===== src/rtl/vx_tcu_fedp_seq_if.sv =====
// vx_tcu_fedp_seq_if: request/operand/response/unit bundle of the FEDP K-step sequencer; perf outputs under TCU_FEDP_SEQ_PERF_EN
interface vx_tcu_fedp_seq_if #(
  parameter int N = 1,
  parameter int XLEN = 32,
  parameter int STEPW = 8
);
  logic req_valid, req_ready;
  logic [2:0] req_fmt_s, req_fmt_d;
  logic [STEPW-1:0] req_steps;
  logic [XLEN-1:0] req_c;
  logic op_valid, op_ready;
  logic [N*XLEN-1:0] op_a, op_b;
  logic fedp_enable;
  logic [2:0] fedp_fmt_s, fedp_fmt_d;
  logic [N*XLEN-1:0] fedp_a_row, fedp_b_col;
  logic [XLEN-1:0] fedp_c_val, fedp_d_val;
  logic rsp_valid, rsp_ready;
  logic [XLEN-1:0] rsp_d;
  logic busy;
`ifdef TCU_FEDP_SEQ_PERF_EN
  logic [31:0] perf_busy_cycles, perf_steps, perf_stall_cycles;
`endif
  modport slave (
    input req_valid, req_fmt_s, req_fmt_d, req_steps, req_c, op_valid, op_a, op_b, fedp_d_val, rsp_ready,
    output req_ready, op_ready, fedp_enable, fedp_fmt_s, fedp_fmt_d, fedp_a_row, fedp_b_col, fedp_c_val,
    output rsp_valid, rsp_d, busy
`ifdef TCU_FEDP_SEQ_PERF_EN
    , output perf_busy_cycles, perf_steps, perf_stall_cycles
`endif
  );
  modport master (
    output req_valid, req_fmt_s, req_fmt_d, req_steps, req_c, op_valid, op_a, op_b, fedp_d_val, rsp_ready,
    input req_ready, op_ready, fedp_enable, fedp_fmt_s, fedp_fmt_d, fedp_a_row, fedp_b_col, fedp_c_val,
    input rsp_valid, rsp_d, busy
`ifdef TCU_FEDP_SEQ_PERF_EN
    , input perf_busy_cycles, perf_steps, perf_stall_cycles
`endif
  );
endinterface


===== src/rtl/vx_tcu_fedp_seq.sv =====
// vx_tcu_fedp_seq: K-step sequencer chaining chunk dot products through a fixed-latency FEDP unit; perf counters under TCU_FEDP_SEQ_PERF_EN
module vx_tcu_fedp_seq #(
  parameter int N = 1,
  parameter int LATENCY = 10,
  parameter int STEPW = 8,
  parameter int XLEN = 32
) (
  input logic clk,
  input logic reset,
  vx_tcu_fedp_seq_if.slave bus
);
  localparam int CW = $clog2(LATENCY + 1);
  localparam logic [1:0] IDLE = 2'd0, LOAD = 2'd1, WAIT = 2'd2, RESP = 2'd3;
  logic [1:0] state_q, state_d;
  logic [XLEN-1:0] acc_q, acc_d;
  logic [STEPW-1:0] steps_q, steps_d;
  logic [CW-1:0] cnt_q, cnt_d;
  logic [2:0] fmt_s_q, fmt_s_d, fmt_d_q, fmt_d_d;
  logic accept, issue, capture;
  assign accept = bus.req_valid && bus.req_ready;
  assign issue = state_q == LOAD && bus.op_valid;
  assign capture = state_q == WAIT && cnt_q == '0;
  assign bus.req_ready = state_q == IDLE && !reset;
  assign bus.op_ready = state_q == LOAD;
  assign bus.fedp_enable = state_q != IDLE;
  assign bus.busy = state_q != IDLE;
  assign bus.fedp_fmt_s = fmt_s_q;
  assign bus.fedp_fmt_d = fmt_d_q;
  assign bus.fedp_a_row = issue ? bus.op_a : {N*XLEN{1'b0}};
  assign bus.fedp_b_col = issue ? bus.op_b : {N*XLEN{1'b0}};
  assign bus.fedp_c_val = acc_q;
  assign bus.rsp_valid = state_q == RESP;
  assign bus.rsp_d = acc_q;
  // job accept, chunk issue, latency countdown and result capture
  always_comb begin
    state_d = accept ? (bus.req_steps == '0 ? RESP : LOAD)
            : issue ? WAIT
            : capture ? (steps_q == '0 ? RESP : LOAD)
            : (state_q == RESP && bus.rsp_ready) ? IDLE : state_q;
    acc_d = accept ? bus.req_c : capture ? bus.fedp_d_val : acc_q;
    steps_d = accept ? bus.req_steps : issue ? steps_q - STEPW'(1) : steps_q;
    cnt_d = issue ? CW'(LATENCY - 1) : state_q == WAIT ? cnt_q - CW'(1) : cnt_q;
    fmt_s_d = accept ? bus.req_fmt_s : fmt_s_q;
    fmt_d_d = accept ? bus.req_fmt_d : fmt_d_q;
  end
  // state registers; reset abandons any in-flight step
  always_ff @(posedge clk or posedge reset) begin
    if (reset) begin
      state_q <= IDLE;
      acc_q <= '0;
      steps_q <= '0;
      cnt_q <= '0;
      fmt_s_q <= '0;
      fmt_d_q <= '0;
    end else begin
      state_q <= state_d;
      acc_q <= acc_d;
      steps_q <= steps_d;
      cnt_q <= cnt_d;
      fmt_s_q <= fmt_s_d;
      fmt_d_q <= fmt_d_d;
    end
  end
`ifdef TCU_FEDP_SEQ_PERF_EN
  logic [31:0] perf_busy_q, perf_steps_q, perf_stall_q;
  assign bus.perf_busy_cycles = perf_busy_q;
  assign bus.perf_steps = perf_steps_q;
  assign bus.perf_stall_cycles = perf_stall_q;
  // free-running wrap-around counters of busy cycles, issues and operand stalls
  always_ff @(posedge clk or posedge reset) begin
    if (reset) begin
      perf_busy_q <= '0;
      perf_steps_q <= '0;
      perf_stall_q <= '0;
    end else begin
      perf_busy_q <= perf_busy_q + 32'(state_q != IDLE);
      perf_steps_q <= perf_steps_q + 32'(issue);
      perf_stall_q <= perf_stall_q + 32'(state_q == LOAD && !bus.op_valid);
    end
  end
`endif
endmodule


===== src/flat_wrapper.sv =====
// flat-port wrapper written by rule: the top's interface ports become plain ports
module vx_tcu_fedp_seq_flat 
#(
  parameter int N = 1,
  parameter int LATENCY = 10,
  parameter int STEPW = 8,
  parameter int XLEN = 32
)
  (clk, reset, bus_req_valid, bus_req_fmt_s, bus_req_fmt_d, bus_req_steps, bus_req_c, bus_op_valid, bus_op_a, bus_op_b, bus_fedp_d_val, bus_rsp_ready, bus_req_ready, bus_op_ready, bus_fedp_enable, bus_fedp_fmt_s, bus_fedp_fmt_d, bus_fedp_a_row, bus_fedp_b_col, bus_fedp_c_val, bus_rsp_valid, bus_rsp_d, bus_busy);
  vx_tcu_fedp_seq_if #(.N(N), .XLEN(XLEN), .STEPW(STEPW)) bus_i ();
  input logic clk;
  input logic reset;
  input wire logic [$bits(bus_i.req_valid)-1:0] bus_req_valid;
  input wire logic [$bits(bus_i.req_fmt_s)-1:0] bus_req_fmt_s;
  input wire logic [$bits(bus_i.req_fmt_d)-1:0] bus_req_fmt_d;
  input wire logic [$bits(bus_i.req_steps)-1:0] bus_req_steps;
  input wire logic [$bits(bus_i.req_c)-1:0] bus_req_c;
  input wire logic [$bits(bus_i.op_valid)-1:0] bus_op_valid;
  input wire logic [$bits(bus_i.op_a)-1:0] bus_op_a;
  input wire logic [$bits(bus_i.op_b)-1:0] bus_op_b;
  input wire logic [$bits(bus_i.fedp_d_val)-1:0] bus_fedp_d_val;
  input wire logic [$bits(bus_i.rsp_ready)-1:0] bus_rsp_ready;
  output wire logic [$bits(bus_i.req_ready)-1:0] bus_req_ready;
  output wire logic [$bits(bus_i.op_ready)-1:0] bus_op_ready;
  output wire logic [$bits(bus_i.fedp_enable)-1:0] bus_fedp_enable;
  output wire logic [$bits(bus_i.fedp_fmt_s)-1:0] bus_fedp_fmt_s;
  output wire logic [$bits(bus_i.fedp_fmt_d)-1:0] bus_fedp_fmt_d;
  output wire logic [$bits(bus_i.fedp_a_row)-1:0] bus_fedp_a_row;
  output wire logic [$bits(bus_i.fedp_b_col)-1:0] bus_fedp_b_col;
  output wire logic [$bits(bus_i.fedp_c_val)-1:0] bus_fedp_c_val;
  output wire logic [$bits(bus_i.rsp_valid)-1:0] bus_rsp_valid;
  output wire logic [$bits(bus_i.rsp_d)-1:0] bus_rsp_d;
  output wire logic [$bits(bus_i.busy)-1:0] bus_busy;
  assign bus_i.req_valid = bus_req_valid;
  assign bus_i.req_fmt_s = bus_req_fmt_s;
  assign bus_i.req_fmt_d = bus_req_fmt_d;
  assign bus_i.req_steps = bus_req_steps;
  assign bus_i.req_c = bus_req_c;
  assign bus_i.op_valid = bus_op_valid;
  assign bus_i.op_a = bus_op_a;
  assign bus_i.op_b = bus_op_b;
  assign bus_i.fedp_d_val = bus_fedp_d_val;
  assign bus_i.rsp_ready = bus_rsp_ready;
  assign bus_req_ready = bus_i.req_ready;
  assign bus_op_ready = bus_i.op_ready;
  assign bus_fedp_enable = bus_i.fedp_enable;
  assign bus_fedp_fmt_s = bus_i.fedp_fmt_s;
  assign bus_fedp_fmt_d = bus_i.fedp_fmt_d;
  assign bus_fedp_a_row = bus_i.fedp_a_row;
  assign bus_fedp_b_col = bus_i.fedp_b_col;
  assign bus_fedp_c_val = bus_i.fedp_c_val;
  assign bus_rsp_valid = bus_i.rsp_valid;
  assign bus_rsp_d = bus_i.rsp_d;
  assign bus_busy = bus_i.busy;
  vx_tcu_fedp_seq #(.N(N), .LATENCY(LATENCY), .STEPW(STEPW), .XLEN(XLEN)) u_core (.clk(clk), .reset(reset), .bus(bus_i));
endmodule

===== config.mk =====
export PLATFORM = sky130hd
export DESIGN_NAME = vx_tcu_fedp_seq_flat
export DESIGN_NICKNAME = d
export VERILOG_FILES = /design/src/rtl/vx_tcu_fedp_seq_if.sv /design/src/rtl/vx_tcu_fedp_seq.sv /design/src/flat_wrapper.sv
export SDC_FILE = /design/constraint.sdc
export NUM_CORES = 1
export LEC_CHECK = 0
export ABC_AREA = 1
export ABC_CLOCK_PERIOD_IN_PS = 1700
export BUFFER_PORTS_ARGS = -buffer_cell sky130_fd_sc_hd__buf_2
export CORE_AREA = 2 2 110 112
export CTS_CLUSTER_DIAMETER = 60
export DETAILED_ROUTE_END_ITERATION = 10
export DIE_AREA = 0 0 112 114
export GPL_TIMING_DRIVEN = 0
export PLACE_DENSITY = 0.69
export SLEW_MARGIN = 10
export SYNTH_ARGS = -nofsm -noshare
export SYNTH_HDL_FRONTEND = slang
export SYNTH_SLANG_ARGS = --single-unit
export TNS_END_PERCENT = 10

===== constraint.sdc =====
create_clock -name clk -period 1.7 [get_ports clk]
set_input_delay 0.34 -clock clk [delete_from_list [all_inputs] [get_ports clk]]
set_output_delay 0.34 -clock clk [all_outputs]
set_load 0.01 [all_outputs]

==> flow_metrics.py, run 1 <==
metrics = {
    "status": {
        "status": "complete, but fails checks",
        "violations": "setup timing",
    },
    "setup_path": {
        "crit_start": "u_core.state_q[1]",
        "rr_endpoint": "u_core.bus.fedp_c_val[1]",
        "crit_buf_inv": 3,
        "cp-endpoint": "bus_fedp_a_row[27]",
        "worstPathRequired_ns": 1.36,
        "crit_path_frequent_cell": "buf_12",
        "crit_path_end_kind": "output pin",
        "path_depth": 6,
        "crit_path_start_kind": "register",
        "timing.rr.start": "u_core.state_q[0]",
        "reg2reg_depth": 7,
        "critPathArrivalTime_ns": 1.46,
        "worstPathMaxFanout": 10,
        "cp_slowest_cell": "dfrtp_2",
        "worstPathCellList": "nor2_4, nand2_4, buf_12, buf_12, nor2_2, buf_2",
        "cpPeakStageDelay_ns": 0.42,
        "crit_family": "buffers and inverters",
        "rrSetupSlack_ns": 0.08,
        "crit_type": "register to output pin",
    },
    "drt": {
        "drt-total-wl_um": 12160,
        "wire_per_inst_um": 12.23,
        "wl_met1_um": 5132,
        "drc": 0,
        "num_vias": 4263,
        "dr.first_iter.drc_count": 235,
        "post_drt_via_cell_ratio": 4.289,
        "met2_length_um": 6165,
        "dr.max_layer_used": "met4",
        "drt_pre_antenna_iters": 4,
        "ant_nets": 0,
        "met3_length_um": 795,
    },
    "final_layout": {
        "nFillCells": 1170,
        "drive_gt1_frac": 0.4900,
        "multi_input_area_um2": 1639,
        "finalNonFillerCells": 994,
        "final_common_cell": "buf_2",
        "area_growth_pct": 61.03,
        "most-common-layout-cells": "278 x buf_2, 121 x inv_1, 107 x nand2_1, 55 x nor2_1, 50 x dfrtp_1",
        "diodes": 0,
        "final-seq-area_um2": 1304,
        "fin_nets": 996,
        "final_core_util": 0.5006,
    },
    "sta": {
        "fin_crit_sh": 1.058,
        "setup_ws_ns": -0.09924,
        "fin_crit_ns": 1.799,
        "slew_violations": 0,
        "hold-worst-slack_ns": 0.1302,
        "hold_violations": 0,
        "worst_pin_slew_ns": 0.6781,
        "fmax_mhz": 555.8,
        "finClkSkew_ns": 0.006576,
        "rsz0062_at_grt": "true",
        "maxSlewHeadroom": 0.5455,
        "setup_viol": 55,
    },
    "placed_design": {
        "detailedPlace.worstSlack_ns": -1.011,
        "numPortBuffers": 284,
        "gp_congestion": 0.7525,
        "hpwl_um": 9404,
        "placed_cells": 973,
    },
    "synth": {
        "synth-edff-count": 0,
        "ys.warnings.count": 0,
        "syn_inst": 542,
        "syn_area_um2": 3641,
        "ys_ff_latch": 52,
        "synth_area_per_cell_um2": 6.718,
        "yosysSeqAreaShare": 0.3574,
        "yosysUniqueCellTypes": 26,
        "synth_fp_nets": 692,
        "ys_async_sr_fraction": 1.000,
        "ys.flop_type": "dfrtp_1",
    },
    "global_routing": {
        "grt_max_degree": 27,
        "overflow": 0,
        "grt_pass1_wl_um": 18950,
        "grt_pass1_vias": 3989,
        "antenna_found_initial": 0,
        "grt_usage": 0.1794,
    },
    "floorplanning": {
        "fp.coreArea_um2": 11710,
        "dieArea_um2": 12770,
        "start_util": 0.3109,
        "die_h_um": 114,
        "num_rows": 40,
        "io_pins": 286,
        "die_w_um": 112,
    },
    "worst_hold_path": {
        "hp-class": "input port to asynchronous set/reset pin",
    },
    "power_and_ir_drop": {
        "powerDensity_nw_per_um2": 1430,
        "vdd_drop_max_mv": 0.8855,
        "p_leak_nw": 3.772,
    },
    "clock_tree": {
        "cts_max_level": 2,
        "numCtsBuffers": 5,
        "cts_buffer_depth": 2,
        "tritoncts": "yes",
        "clk_pin_slew_ns": 0.07,
        "cts.sinks": 52,
        "cts-root-buf": "clkbuf_16",
        "worstSkewPairLatency_ns": 0.28,
    },
    "flow_run": {
        "drv_cap": 0,
    },
}
## state kept, by name, indices dropped and copies added, names as in the netlist
| signal | cells |
|---|---|
| u_core.bus.fedp_fmt_s | 3 |
| u_core.bus.fedp_fmt_d | 3 |
| u_core.cnt_q | 4 |
| u_core.bus.fedp_c_val | 32 |
| u_core.steps_q | 8 |
| u_core.state_q | 2 |
## metrics by stage
step	area (um^2)	power (mW)	setup TNS [ns]
floorplan	3716	5.158	-9.696
global placement	5321	6.825	-49.69
detailed placement	5321	6.900	-50.99
CTS	5568	8.113	-6.406
global route	5863	9.107	-7.951
finish	5863	8.387	-3.565
## cell usage after synthesis (2+ instances only)
| cell type | instances | area share |
|---|---|---|
| inv_1 | 123 | 0.13 |
| nand2_1 | 107 | 0.11 |
| nor2_1 | 86 | 0.089 |
| dfrtp_1 | 52 | 0.36 |
| nand3_1 | 47 | 0.065 |
| buf_4 | 36 | 0.074 |
| o211ai_1 | 25 | 0.052 |
| buf_2 | 10 | 0.014 |
| o211ai_2 | 10 | 0.034 |
| clkbuf_1 | 6 | 0.0062 |
| o21ai_0 | 6 | 0.0082 |
| o21ai_1 | 6 | 0.0082 |
| buf_1 | 5 | 0.0052 |
| a21oi_1 | 3 | 0.0041 |
| ha_1 | 3 | 0.010 |
| buf_6 | 2 | 0.0062 |
| inv_2 | 2 | 0.0021 |
| nand2_2 | 2 | 0.0034 |
| nand3_2 | 2 | 0.0055 |
| o21bai_1 | 2 | 0.0041 |
| xnor2_1 | 2 | 0.0048 |
## metal layers
metal / vias up / global-route usage
li1: 2213 / -
met1: 1891 / 0.2271
met2: 155 / 0.3265
met3: 4 / 0.03294
met4: 0 / 0.02764
met5: - / 0
## cells by family (layout without fill, tap and decap cells)
group	Yosys count	after routing	synth area share
buffers and inverters	184	489	0.2344
flip-flops	52	52	0.3574
AND/OR/NAND/NOR	248	248	0.2808
XOR/XNOR	2	2	0.004812
AO/OA/AOI/OAI	53	53	0.1124
adder cells (fa/ha/maj)	3	3	0.01031
## how the worst min path moves through the flow
stage	end	slack [ns]	depth (start not counted)
after floorplan	u_core.bus.fedp_c_val[0]	0.41	1
after global placement	u_core.bus.fedp_fmt_s[1]	0.47	2
after detailed placement	u_core.bus.fedp_fmt_s[2]	0.47	2
after CTS	u_core.steps_q[3]	0.13	2
after global routing	u_core.steps_q[3]	0.15	2
final	u_core.steps_q[3]	0.13	2
## worst reg2reg max path, stage by stage, from the launching register on
cell and delay, ns:
dfrtp_2 0.42, buf_4 0.15, nor2_4 0.18, nand3_4 0.18
buf_6 0.21, buf_8 0.15, o211ai_2 0.15, nand2_1 0.07
## where the power goes
group          internal [mW]  total (mW)  switching, mW  leakage, nW
registers               1.84        2.35          0.505        0.636
logic                   2.41        4.98           2.58         3.06
clock network          0.590        1.05          0.464       0.0772
## what timing repair did
item	CTS	global route
buffers inserted	3	7
endpoints found under the setup margin	115	67
pin swaps	2	5
cloned	2	1
hold buffers	0	0
resized for setup	20	58
## final cells by class
cell class | instances | area share
plain buffers | 59 | 0.08664
clock buffers | 6 | 0.02369
clock inverters | 2 | 0.002347
inverters | 125 | 0.08067
multi-input cells | 306 | 0.2796
flip-flops and latches | 52 | 0.2224
well taps | 147 | 0.03137
repair buffers | 295 | 0.2712
repair inverters | 2 | 0.002134
No activity file was read; power rests on OpenSTA's default activity.
==> inputs of run 2 (changes only) <==
SKIP_CTS_REPAIR_TIMING = 1   (was default)
==> flow_metrics.py, run 2 (synthesis results as in run 1) <==
metrics = {
    "global_routing": {
        "grt_usage": 0.1756,
        "grt_pass1_wl_um": 18650,
        "antenna_found_initial": 0,
        "grt_pass1_vias": 3949,
        "grt_max_degree": 54,
        "overflow": 0,
    },
    "final_layout": {
        "area_growth_pct": 58.11,
        "drive_gt1_frac": 0.4763,
        "largest_register_ffs": 32,
        "stdcell_area_um2": 5757,
        "diodes": 0,
        "final_core_util": 0.4916,
        "final_common_cell": "buf_2",
        "most-common-layout-cells": "281 x buf_2, 121 x inv_1, 107 x nand2_1, 64 x nor2_1, 50 x dfrtp_1",
        "fin_nets": 993,
        "nFillCells": 1190,
    },
    "status": {
        "violations": "setup timing",
        "status": "complete, but fails checks",
    },
    "drt": {
        "dr.first_iter.drc_count": 226,
        "drt_pre_antenna_iters": 4,
        "drt-total-wl_um": 11870,
        "wire_per_inst_um": 11.98,
        "drc": 0,
        "num_vias": 4227,
        "ant_nets": 0,
        "post_drt_via_cell_ratio": 4.265,
    },
    "sta": {
        "hold_violations": 0,
        "setup_viol": 45,
        "fin_crit_ns": 1.792,
        "maxSlewHeadroom": 0.6935,
        "finClkSkew_ns": 0.006530,
        "rsz0062_at_grt": "true",
        "fin_crit_sh": 1.054,
        "setup_ws_ns": -0.09240,
        "slew_violations": 0,
        "worst_pin_slew_ns": 0.4598,
        "fmax_mhz": 557.9,
    },
    "floorplanning": {
        "die_w_um": 112,
        "dieArea_um2": 12770,
        "start_util": 0.3109,
        "io_pins": 286,
        "die_h_um": 114,
        "fp.coreArea_um2": 11710,
        "num_rows": 40,
    },
    "setup_path": {
        "worstPathCellList": "inv_2, nor2_4, nand2_4, buf_12, buf_8, nor2_1, buf_2",
        "rrSetupSlack_ns": 0.08,
        "crit_path_start_kind": "register",
        "worstPathRequired_ns": 1.36,
        "critPathArrivalTime_ns": 1.45,
        "crit_buf_inv": 4,
        "crit_path_end_kind": "output pin",
        "crit_family": "buffers and inverters",
        "cp_slowest_cell": "dfrtp_2",
        "crit_type": "register to output pin",
        "worstPathMaxFanout": 10,
        "cpPeakStageDelay_ns": 0.38,
    },
    "power_and_ir_drop": {
        "sw_frac_of_total": 0.4228,
        "p_int_mw": 4.764,
        "vdd_drop_max_mv": 0.8831,
        "p_leak_nw": 3.749,
        "clkPwrFrac": 0.128,
        "p_seq_frac": 0.285,
        "combPwrFrac": 0.588,
        "powerDensity_nw_per_um2": 1434,
        "power_switching_mw": 3.490,
    },
    "clock_tree": {
        "cts_max_level": 2,
        "numCtsBuffers": 5,
        "cts-root-buf": "clkbuf_16",
        "cts_buffer_depth": 2,
        "cts.sinks": 52,
        "clk_pin_slew_ns": 0.07,
        "worstSkewPairLatency_ns": 0.28,
        "tritoncts": "yes",
    },
    "worst_hold_path": {
        "hp-class": "input port to asynchronous set/reset pin",
    },
    "placed_design": {
        "dpl_cell_area_um2": 5321,
        "hpwl_um": 9404,
        "numPortBuffers": 284,
        "gp_congestion": 0.7525,
    },
    "flow_run": {
        "drv_cap": 0,
    },
}
==> run 2: cell count changes in the layout (fill, tap and decap cells not counted), sizes merged <==
| cell | delta |
|---|---|
| clkbuf | -1 |
| clkinvlp | -2 |
==> run 2: per-stage QoR <==
step | TNS [ns] | setup WS, ns | power (mW) | hold WS (ns) | instances
detailed placement | -50.99 | -1.011 | 6.900 | 0.4731 | 973
global route | -7.789 | -0.1686 | 8.975 | 0.1053 | 991
CTS | -56.19 | -0.7026 | 7.978 | 0.2757 | 981
floorplan | -9.696 | -0.2171 | 5.158 | 0.4105 | 542
global placement | -49.69 | -0.9852 | 6.825 | 0.4704 | 973
finish | -3.111 | -0.09240 | 8.254 | 0.07863 | 991
==> run 2: per-layer routing <==
layer,vias up,global-route usage,part of all wire
li1,2204,-,-
met1,1857,0.2212,0.42
met5,-,0,0
met3,4,0.03241,0.069
met4,0,0.02683,0.0055
met2,162,0.3212,0.51
==> run 2: cell type report <==
class	instances	area (um^2)	share of cell area
plain buffers	59	498.0	0.08650
well taps	147	183.9	0.03195
flip-flops and latches	52	1304	0.2265
clock buffers	6	138.9	0.02413
clock inverters	2	13.76	0.002391
inverters	125	473.0	0.08216
repair buffers	294	1546	0.2686
multi-input cells	306	1599	0.2778
==> run 2: worst paths after layout <==
check / from / endpoint / depth (start not counted)
min in group clk: bus_req_fmt_d[2] / u_core.bus.fedp_fmt_d[2] / 3
max: u_core.state_q[0] / bus_fedp_b_col[28] / 7
max in group asynchronous: reset / u_core.bus.fedp_c_val[23] / 3
max reg2reg: u_core.state_q[0] / u_core.bus.fedp_c_val[1] / 7
min reg2reg: u_core.bus.fedp_fmt_s[2] / u_core.bus.fedp_fmt_s[2] / 2
min: reset / u_core.bus.fedp_fmt_d[2] / 2
==> run 2: power by group through the flow <==
stage	sequential (mW)	clock, mW	combinational [mW]
2_1_floorplan	2.48	0	2.68
3_3_place_gp	2.37	0	4.46
3_5_place_dp	2.38	0	4.52
4_1_cts	2.37	1.09	4.52
5_1_grt	2.44	1.15	5.39
6_report	2.35	1.05	4.85
